## config.mk

```make
export PLATFORM = sky130hd
export DESIGN_NAME = vending_machine_param_flat
export DESIGN_NICKNAME = d
export VERILOG_FILES = /design/src/rtl/vm_pkg.sv /design/src/rtl/vending_machine_param_if.sv /design/src/rtl/vm_credit_unit.sv /design/src/rtl/vending_machine_param.sv /design/src/flat_wrapper.sv
export SDC_FILE = /design/constraint.sdc
export NUM_CORES = 1
export LEC_CHECK = 0
export ABC_CLOCK_PERIOD_IN_PS = 3100
export BUFFER_PORTS_ARGS = -buffer_cell sky130_fd_sc_hd__buf_4
export CORE_MARGIN = 5
export CORE_UTILIZATION = 49
export CTS_CLUSTER_DIAMETER = 40
export DETAILED_ROUTE_END_ITERATION = 8
export HOLD_SLACK_MARGIN = 0.02
export PLACE_DENSITY = 0.69
export SLEW_MARGIN = 20
export SYNTH_ARGS = -nofsm -noshare
export SYNTH_HDL_FRONTEND = slang
export SYNTH_SLANG_ARGS = --single-unit
```

## constraint.sdc

```tcl
create_clock -name clk -period 3.1 [get_ports clk]
set_input_delay 0.465 -clock clk [delete_from_list [all_inputs] [get_ports clk]]
set_output_delay 0.465 -clock clk [all_outputs]
set_load 0.03 [all_outputs]
```

## src/rtl/vm_pkg.sv

```systemverilog
// Shared types and elaboration helpers for the parametrised vending controller.
package vm_pkg;

  typedef enum logic [2:0] {
    IDLE    = 3'd0,
    COLLECT = 3'd1,
    DROP    = 3'd2,
    CHANGE  = 3'd3,
    REFUND  = 3'd4
  } vm_state_t;

  typedef enum logic [2:0] {
    CR_HOLD      = 3'd0,
    CR_ADD       = 3'd1,
    CR_SUB_PRICE = 3'd2,
    CR_SUB_UNIT  = 3'd3,
    CR_CLEAR     = 3'd4
  } cr_op_t;

  function automatic bit is_multiple(input int unsigned value, input int unsigned unit);
    return (unit != 0) && ((value % unit) == 0);
  endfunction

  function automatic bit fits_width(input int unsigned value, input int unsigned width);
    return (width >= 32) || ((value >> width) == 0);
  endfunction

endpackage

```

## src/rtl/vending_machine_param_if.sv

```systemverilog
// Coin-acceptor / actuator bus between the front end and the vending controller.
interface vending_machine_param_if #(
  parameter int unsigned CREDIT_W = 8
);
  logic                coin0_in;
  logic                coin1_in;
  logic                cancel_in;
  logic                drop_out;
  logic                change_out;
  logic                refund_out;
  logic                coin_reject;
  logic                busy;
  logic [CREDIT_W-1:0] credit_out;

  modport master (
    output coin0_in, coin1_in, cancel_in,
    input  drop_out, change_out, refund_out, coin_reject, busy, credit_out
  );

  modport slave (
    input  coin0_in, coin1_in, cancel_in,
    output drop_out, change_out, refund_out, coin_reject, busy, credit_out
  );
endinterface

```

## src/rtl/vm_credit_unit.sv

```systemverilog
// Credit register with add/subtract/clear operations and the compares the FSM steers on.
module vm_credit_unit
  import vm_pkg::*;
#(
  parameter int unsigned CREDIT_W    = 8,
  parameter int unsigned PRICE       = 150,
  parameter int unsigned CHANGE_UNIT = 50,
  parameter int unsigned MAX_CREDIT  = 250
) (
  input  logic                clk,
  input  logic                rst,
  input  cr_op_t              op_i,
  input  logic [CREDIT_W-1:0] coin_val_i,
  output logic [CREDIT_W-1:0] credit_o,
  output logic                sum_over_max_o,
  output logic                sum_hits_price_o,
  output logic                price_exact_o,
  output logic                last_unit_o
);

  logic [CREDIT_W-1:0] credit_q, credit_d;
  logic [31:0]         sum;

  // Compares run at 32 bits so PRICE may exceed what the credit register can hold.
  assign sum              = 32'(credit_q) + 32'(coin_val_i);
  assign sum_over_max_o   = sum > MAX_CREDIT;
  assign sum_hits_price_o = sum >= PRICE;
  assign price_exact_o    = 32'(credit_q) == PRICE;
  assign last_unit_o      = 32'(credit_q) == CHANGE_UNIT;
  assign credit_o         = credit_q;

  always_comb begin
    // NOTE: every always_comb output gets a default first so no path can infer a latch.
    credit_d = credit_q;
    case (op_i)
      CR_ADD:       credit_d = CREDIT_W'(sum);
      CR_SUB_PRICE: credit_d = CREDIT_W'(32'(credit_q) - PRICE);
      CR_SUB_UNIT:  credit_d = CREDIT_W'(32'(credit_q) - CHANGE_UNIT);
      CR_CLEAR:     credit_d = '0;
      default:      credit_d = credit_q;
    endcase
  end

  // NOTE: sequential state uses non-blocking assignments so all registers update together.
  always_ff @(posedge clk or posedge rst) begin
    if (rst) credit_q <= '0;
    else     credit_q <= credit_d;
  end

endmodule

```

## src/rtl/vending_machine_param.sv

```systemverilog
// Vending controller FSM: coin acceptance, dispense, change and refund pulse trains.
module vending_machine_param
  import vm_pkg::*;
#(
  parameter int unsigned CREDIT_W    = 8,
  parameter int unsigned PRICE       = 150,
  parameter int unsigned COIN0_VAL   = 50,
  parameter int unsigned COIN1_VAL   = 100,
  parameter int unsigned CHANGE_UNIT = 50,
  parameter int unsigned MAX_CREDIT  = 250
) (
  input  logic                    clk,
  input  logic                    reset,
  vending_machine_param_if.slave  bus
);

  if (!is_multiple(PRICE, CHANGE_UNIT) || !is_multiple(COIN0_VAL, CHANGE_UNIT) ||
      !is_multiple(COIN1_VAL, CHANGE_UNIT)) begin : g_bad_unit
    $error("PRICE and coin values must be multiples of CHANGE_UNIT");
  end
  if (!fits_width(MAX_CREDIT, CREDIT_W) || !fits_width(COIN0_VAL, CREDIT_W) ||
      !fits_width(COIN1_VAL, CREDIT_W)) begin : g_bad_width
    $error("MAX_CREDIT and coin values must fit in CREDIT_W bits");
  end

  vm_state_t           state_q, state_d;
  cr_op_t              cr_op;
  logic                coin_reject_q, coin_reject_d;
  logic [CREDIT_W-1:0] coin_val, credit;
  logic                sum_over_max, sum_hits_price, price_exact, last_unit;
  logic                coin_any, coin_both;

  assign coin_any  = bus.coin0_in | bus.coin1_in;
  assign coin_both = bus.coin0_in & bus.coin1_in;
  assign coin_val  = bus.coin1_in ? CREDIT_W'(COIN1_VAL) : CREDIT_W'(COIN0_VAL);

  vm_credit_unit #(
    .CREDIT_W    (CREDIT_W),
    .PRICE       (PRICE),
    .CHANGE_UNIT (CHANGE_UNIT),
    .MAX_CREDIT  (MAX_CREDIT)
  ) u_credit (
    .clk              (clk),
    .rst              (reset),
    .op_i             (cr_op),
    .coin_val_i       (coin_val),
    .credit_o         (credit),
    .sum_over_max_o   (sum_over_max),
    .sum_hits_price_o (sum_hits_price),
    .price_exact_o    (price_exact),
    .last_unit_o      (last_unit)
  );

  always_comb begin
    state_d       = state_q;
    cr_op         = CR_HOLD;
    coin_reject_d = 1'b0;
    case (state_q)
      IDLE, COLLECT: begin
        if (coin_any && (coin_both || bus.cancel_in || sum_over_max)) begin
          coin_reject_d = 1'b1;
        end else if (coin_any) begin
          cr_op   = CR_ADD;
          state_d = sum_hits_price ? DROP : COLLECT;
        end
        // Cancel wins over a coin; an empty machine has nothing to refund.
        if (bus.cancel_in && (state_q == COLLECT || credit != '0)) begin
          cr_op   = CR_HOLD;
          state_d = REFUND;
        end
      end
      DROP: begin
        coin_reject_d = coin_any;
        cr_op         = CR_SUB_PRICE;
        state_d       = price_exact ? IDLE : CHANGE;
      end
      CHANGE, REFUND: begin
        coin_reject_d = coin_any;
        if (last_unit) begin
          cr_op   = CR_CLEAR;
          state_d = IDLE;
        end else begin
          cr_op   = CR_SUB_UNIT;
        end
      end
      default: state_d = IDLE;
    endcase
  end

  always_ff @(posedge clk or posedge reset) begin
    if (reset) begin
      state_q       <= IDLE;
      coin_reject_q <= 1'b0;
    end else begin
      state_q       <= state_d;
      coin_reject_q <= coin_reject_d;
    end
  end

  assign bus.drop_out    = state_q == DROP;
  assign bus.change_out  = (state_q == CHANGE) || (state_q == REFUND);
  assign bus.refund_out  = state_q == REFUND;
  assign bus.busy        = (state_q == DROP) || (state_q == CHANGE) || (state_q == REFUND);
  assign bus.coin_reject = coin_reject_q;
  assign bus.credit_out  = credit;

endmodule

```

## src/flat_wrapper.sv

```systemverilog
// flat-port wrapper written by rule: the top's interface ports become plain ports
module vending_machine_param_flat import vm_pkg::*;
#(
  parameter int unsigned CREDIT_W    = 8,
  parameter int unsigned PRICE       = 150,
  parameter int unsigned COIN0_VAL   = 50,
  parameter int unsigned COIN1_VAL   = 100,
  parameter int unsigned CHANGE_UNIT = 50,
  parameter int unsigned MAX_CREDIT  = 250
)
  (clk, reset, bus_coin0_in, bus_coin1_in, bus_cancel_in, bus_drop_out, bus_change_out, bus_refund_out, bus_coin_reject, bus_busy, bus_credit_out);
  vending_machine_param_if #(.CREDIT_W(CREDIT_W)) bus_i ();
  input  logic clk;
  input  logic reset;
  input wire logic [$bits(bus_i.coin0_in)-1:0] bus_coin0_in;
  input wire logic [$bits(bus_i.coin1_in)-1:0] bus_coin1_in;
  input wire logic [$bits(bus_i.cancel_in)-1:0] bus_cancel_in;
  output wire logic [$bits(bus_i.drop_out)-1:0] bus_drop_out;
  output wire logic [$bits(bus_i.change_out)-1:0] bus_change_out;
  output wire logic [$bits(bus_i.refund_out)-1:0] bus_refund_out;
  output wire logic [$bits(bus_i.coin_reject)-1:0] bus_coin_reject;
  output wire logic [$bits(bus_i.busy)-1:0] bus_busy;
  output wire logic [$bits(bus_i.credit_out)-1:0] bus_credit_out;
  assign bus_i.coin0_in = bus_coin0_in;
  assign bus_i.coin1_in = bus_coin1_in;
  assign bus_i.cancel_in = bus_cancel_in;
  assign bus_drop_out = bus_i.drop_out;
  assign bus_change_out = bus_i.change_out;
  assign bus_refund_out = bus_i.refund_out;
  assign bus_coin_reject = bus_i.coin_reject;
  assign bus_busy = bus_i.busy;
  assign bus_credit_out = bus_i.credit_out;
  vending_machine_param #(.CREDIT_W(CREDIT_W), .PRICE(PRICE), .COIN0_VAL(COIN0_VAL), .COIN1_VAL(COIN1_VAL), .CHANGE_UNIT(CHANGE_UNIT), .MAX_CREDIT(MAX_CREDIT)) u_core (.clk(clk), .reset(reset), .bus(bus_i));
endmodule
```

==> results.md, run 1 <==
* Run status: finished, final reports clean
* DR WL/cell at 18.04 um
* CTS Sinks at 11
* CP Data Arrival Time at 2880 ps
* Worst setup path endpoint: u_core.state_q[0]
* Stages on worst setup path at 8
* Worst-Skew Late Latency at 280 ps
* Yosys top cell area share at 0.2074
* R2r startpoint: u_core.u_credit.credit_o[1]
* CTS H-Tree Depth at 1
* DRT Pass-1 Iters at 4
* Post-synth cell types at 57
* Clock-pin slew on the worst setup and hold paths at 100 ps
* Post-layout minimum cycle time at 2701 ps
* Max Fclk at 370.3 MHz
* Via density at 6.727
* Core ar. at 2545 um^2
* Synth area leader: dfrtp_1
* Max cap viols at 0
* Flops & latches, synth at 11
* Syn Inst Count at 168
* CP Launch Type: flop
* Worst min path class: in -> async
* Worst setup startpoint: u_core.u_credit.credit_o[1]
* Die ar. at 3850 um^2
* CTS tree: built
* Root buffer cell: clkbuf_4
* Part of the cycle the worst path needs at 0.8712
* # port buffers at 16
* Commonest cells after routing, fill and taps aside: buf_4 (17), a21oi_1 (13), o21ai_0 (12), dfrtp_1 (11), inv_1 (10)
* Die W at 62.05 um
* Number of global-route vias before repair at 1272
* Synth Flop Type: dfrtp_1
* All-Layer GR Usage at 0.2146
* N_diodes at 0
* CP Class: reg -> reg
* WP buf/inv at 0
* Post-synth EDFFs at 0
* First-pass GRT wire length at 6106 um
* Number of nets in the layout at 193
* Reg2reg path depth at 8
* # hold bufs at CTS at 0
* Worst slew pin tran at 595.8 ps
* PostCTS Resize Cnt at 0
* Std cell rows at 18
* Async SR Flop Fraction at 1.000
* Mapped Avg Cell Area at 7.902 um^2
* Slew margin rel. at 0.5925
* Final setup viols at 0
* HPWL after DPL at 2839 um
* Largest net degree at the start of global routing at 16
* Setup Fix Bufs, Post-CTS at 0
* Area grow syn2layout at 10.65%
* Vias post-DR at 1406
* GPL Wtd Cong at 0.9001
* Critical path endpoint category: flop
* Seq/Total Area, Yosys at 0.2074
* Io pins at 18
* Clk buf depth at 2
* Setup tns final at 0 ps
* CP max stage delay at 480 ps
* Die H at 62.05 um
* Initial Util at 0.5216
* Share of cells above drive strength 1 at 0.1732
* CP Max Fanout at 5
* Max-slew violation count at 0
* Commonest non-fill, non-tap cell in the layout: buf_4
* Final clock skew at 11.03 ps
* Worst-path cell chain: ha_1 > fa_1 > a31o_2 > o21a_1 > nor3_2 > o211ai_1 > a21oi_1 > mux2_1
* Yosys warning count at 0
* Post-detailed-routing wire length at 3771 um
* Initial DRC Count at 49
* Remaining DRCs at 0
* Post-route ant nets at 0
* Hold Vio Cnt, Final at 0
* Syn Std Cell Area at 1328 um^2
* Total CTS buffers at 3
* Slowest CP cell: fa_1
* Antenna violations before repair at 0
* WP data required at 3280 ps
* Syn nets at 181
* RSZ-0062 raised after global routing: no
* Gr ovfl total at 0
* R2r endpoint: u_core.state_q[0]
* Top cell family by delay on the critical path: compound AO/OA/AOI/OAI gates
* Synth top area cells: dfrtp_1 (21%), ha_1 (6.6%), a21oi_1 (4.9%)
* Setup slack, reg-to-reg at 400 ps
[logic make-up (layout without fill, tap and decap cells)]
family	Yosys count	after routing	share of synthesized area
fa+ha+maj	8	8	0.08105
xor+xnor	4	4	0.02640
simple gates	51	51	0.2149
other cells	1	1	0.002825
compound gates	68	68	0.3666
flops	11	11	0.2073
mux	4	4	0.03110
buf+inv	21	32	0.06975
[cell usage after synthesis (2+ instances only)]
master and n:
o31ai_1 2, a21o_1 2, a221oi_1 5, dfrtp_1 11, o22ai_1 3, nor3b_1 2
nor2b_1 2, and2_1 5, a211oi_1 2, nor2_1 9, or2_2 2, nand2b_1 3
o211ai_2 2, or3_1 2, a2111oi_0 2, o21a_1 4, nor3_1 5, clkbuf_1 6
xor2_1 2, nand3_1 4, a2bb2oi_1 2, o21ai_0 12, inv_1 10, o211ai_1 5
buf_2 2, ha_1 7, mux2i_1 3, a31oi_1 2, nand2_1 8, nand4_1 2
xnor2_1 2, a21oi_1 13
[layer usage]
layer  global-route usage  share of wire  vias up
met5                    0              0        -
met4              0.03939          0.012        0
met1               0.2918           0.43      663
met3              0.03926          0.080        8
li1                     -              -      664
met2               0.3565           0.48       71
[worst min-delay path by stage]
stage                     start  depth (start not counted)                          end
after floorplan           reset                          1       u_core.bus.coin_reject
after global placement    reset                          2            u_core.state_q[2]
after detailed placement  reset                          2  u_core.u_credit.credit_o[7]
after CTS                 reset                          2  u_core.u_credit.credit_o[7]
after global routing      reset                          2  u_core.u_credit.credit_o[7]
final                     reset                          2            u_core.state_q[2]
[per-stage QoR]
stage / hold WS [ps] / area, um^2 / setup slack [ps] / utilization / std cells
2_1_floorplan: 317.4 / 1328 / 353.3 / - / 168
3_3_place_gp: 515.5 / 1441 / 188.0 / 0.5664 / 205
3_5_place_dp: 527.2 / 1441 / 156.2 / 0.5664 / 205
4_1_cts: 210.9 / 1469 / 427.1 / 0.5772 / 209
5_1_grt: 238.7 / 1469 / 250.9 / 0.5772 / 209
6_report: 189.5 / 1469 / 399.3 / 0.5772 / 209
[cell type report]
type / count / area [um^2]
timing repair buffer: 17 / 127.6
clock inverter: 1 / 5.005
inverter: 11 / 41.29
tap: 30 / 37.54
multi-input combinational: 136 / 959.7
sequential: 11 / 275.3
clock buffer: 3 / 22.52
fill: 252 / 1076
[registers in the layout (all words and copies together), names as in the netlist]
name / flops
u_core.u_credit.credit_o: 7
u_core.state_q: 3
u_core.bus.coin_reject: 1
Power of run 1 is not shown: default switching activity piles up to over one toggle a cycle in this logic, so the estimate is an artifact.
==> inputs of run 2 (changes only) <==
CORE_UTILIZATION = 55   (was 49)
PLACE_DENSITY = 0.76   (was 0.69)
==> results.md, run 2 (synthesis results as in run 1) <==
* Critical path endpoint category: flop
* Antenna violations before repair at 0
* All-Layer GR Usage at 0.2293
* CP Max Fanout at 5
* Largest net degree at the start of global routing at 16
* Run status: finished, final reports clean
* WP buf/inv at 0
* Number of global-route vias before repair at 1297
* HPWL after DPL at 2842 um
* CTS H-Tree Depth at 1
* Post-detailed-routing wire length at 3733 um
* First-pass GRT wire length at 6175 um
* GPL Wtd Cong at 0.8774
* CP Class: reg -> reg
* Setup Fix Bufs, Post-CTS at 0
* Commonest cells after routing, fill and taps aside: buf_4 (19), a21oi_1 (13), o21ai_0 (12), dfrtp_1 (11), inv_1 (10)
* Part of the cycle the worst path needs at 0.8799
* Number of nets in the layout at 195
* # port buffers at 16
* Slowest CP cell: a2111oi_0
* Hold Vio Cnt, Final at 0
* # hold bufs at CTS at 0
* Core ar. at 2255 um^2
* CTS tree: built
* Post-route ant nets at 0
* RSZ-0062 raised after global routing: no
* Total CTS buffers at 3
* Clk buf depth at 2
* Slew margin rel. at 0.5360
* Initial Util at 0.5888
* Die H at 59.13 um
* Final instance area at 1480 um^2
* N_diodes at 0
* Dpl ws at 197.6 ps
* Io pins at 18
* Final setup viols at 0
* Clock-pin slew on the worst setup and hold paths at 80 ps
* Worst min path class: in -> async
* Root buffer cell: clkbuf_4
* CTS Sinks at 11
* Max reg flops at 7
* Worst-path cell chain: ha_1 > fa_1 > a31o_2 > xnor2_1 > a2111oi_0 > nor3_1 > o211ai_2 > a2bb2oi_1
* Post-DP Area at 1454 um^2
* Top cell family by delay on the critical path: compound AO/OA/AOI/OAI gates
* Stages on worst setup path at 8
* Setup tns final at 0 ps
* Worst slew pin tran at 678.5 ps
* DRT Pass-1 Iters at 4
* Die ar. at 3496 um^2
* Commonest non-fill, non-tap cell in the layout: buf_4
* Max cap viols at 0
* Initial DRC Count at 92
* Max Fclk at 366.6 MHz
* Post-layout minimum cycle time at 2728 ps
* Final worst slack at 372.4 ps
* Vias post-DR at 1425
* CP Launch Type: flop
* Reg2reg path depth at 8
* Std cell rows at 17
* WP data required at 3260 ps
* PostCTS Resize Cnt at 0
* Area grow syn2layout at 11.50%
* DR WL/cell at 17.86 um
* Remaining DRCs at 0
* Gr ovfl total at 0
* CP Data Arrival Time at 2890 ps
* Final clock skew at 1.495 ps
* Max-slew violation count at 0
* Via density at 6.818
* Worst-Skew Late Latency at 280 ps
* Share of cells above drive strength 1 at 0.1768
* CP max stage delay at 660 ps
* Die W at 59.13 um
run 2: layout make-up:
class	count	area [um^2]
repair buffers	19	142.6
multi-input cells	136	959.7
inverters	11	41.29
clock buffers	4	26.28
well taps	28	35.03
flip-flops and latches	11	275.3
fillers	216	774.5
run 2: path summary, 6_finish.rpt:
path                                                  start                          end  slack, ps
worst max register to register  u_core.u_credit.credit_o[1]            u_core.state_q[1]        370
worst max-delay path            u_core.u_credit.credit_o[1]            u_core.state_q[1]        370
worst min register to register  u_core.u_credit.credit_o[1]  u_core.u_credit.credit_o[1]        640
min in group clk                               bus_coin0_in       u_core.bus.coin_reject        500
worst min-delay path                                  reset       u_core.bus.coin_reject        200
max in group asynchronous                             reset  u_core.u_credit.credit_o[6]       2570
run 2: per-stage QoR:
stage / util / hold slack (ps) / instances
global placement: 0.6448 / 515.7 / 205
finish: 0.6565 / 197.1 / 209
global route: 0.6565 / 230.5 / 209
detailed placement: 0.6448 / 511.8 / 205
CTS: 0.6565 / 205.2 / 209
floorplan: - / 317.4 / 168
run 2: worst register-to-register path, delay by kind of cell (launching register included):
kind,cells,cell delay (ps)
adders and majority gates,2,730
DFF,1,390
and+or+nand+nor,1,150
xor gates and xnor gates,1,160
AOI/OAI and AO/OA,4,1180
run 2: layer usage:
| layer | vias to the layer above | GRT usage | routed length [um] |
|---|---|---|---|
| met2 | 72 | 0.3565 | 1742 |
| li1 | 663 | - | - |
| met3 | 16 | 0.03922 | 324 |
| met1 | 674 | 0.3162 | 1541 |
| met5 | - | 0 | 0 |
| met4 | 0 | 0.08414 | 123 |
Power of run 2 is left out for the same reason.
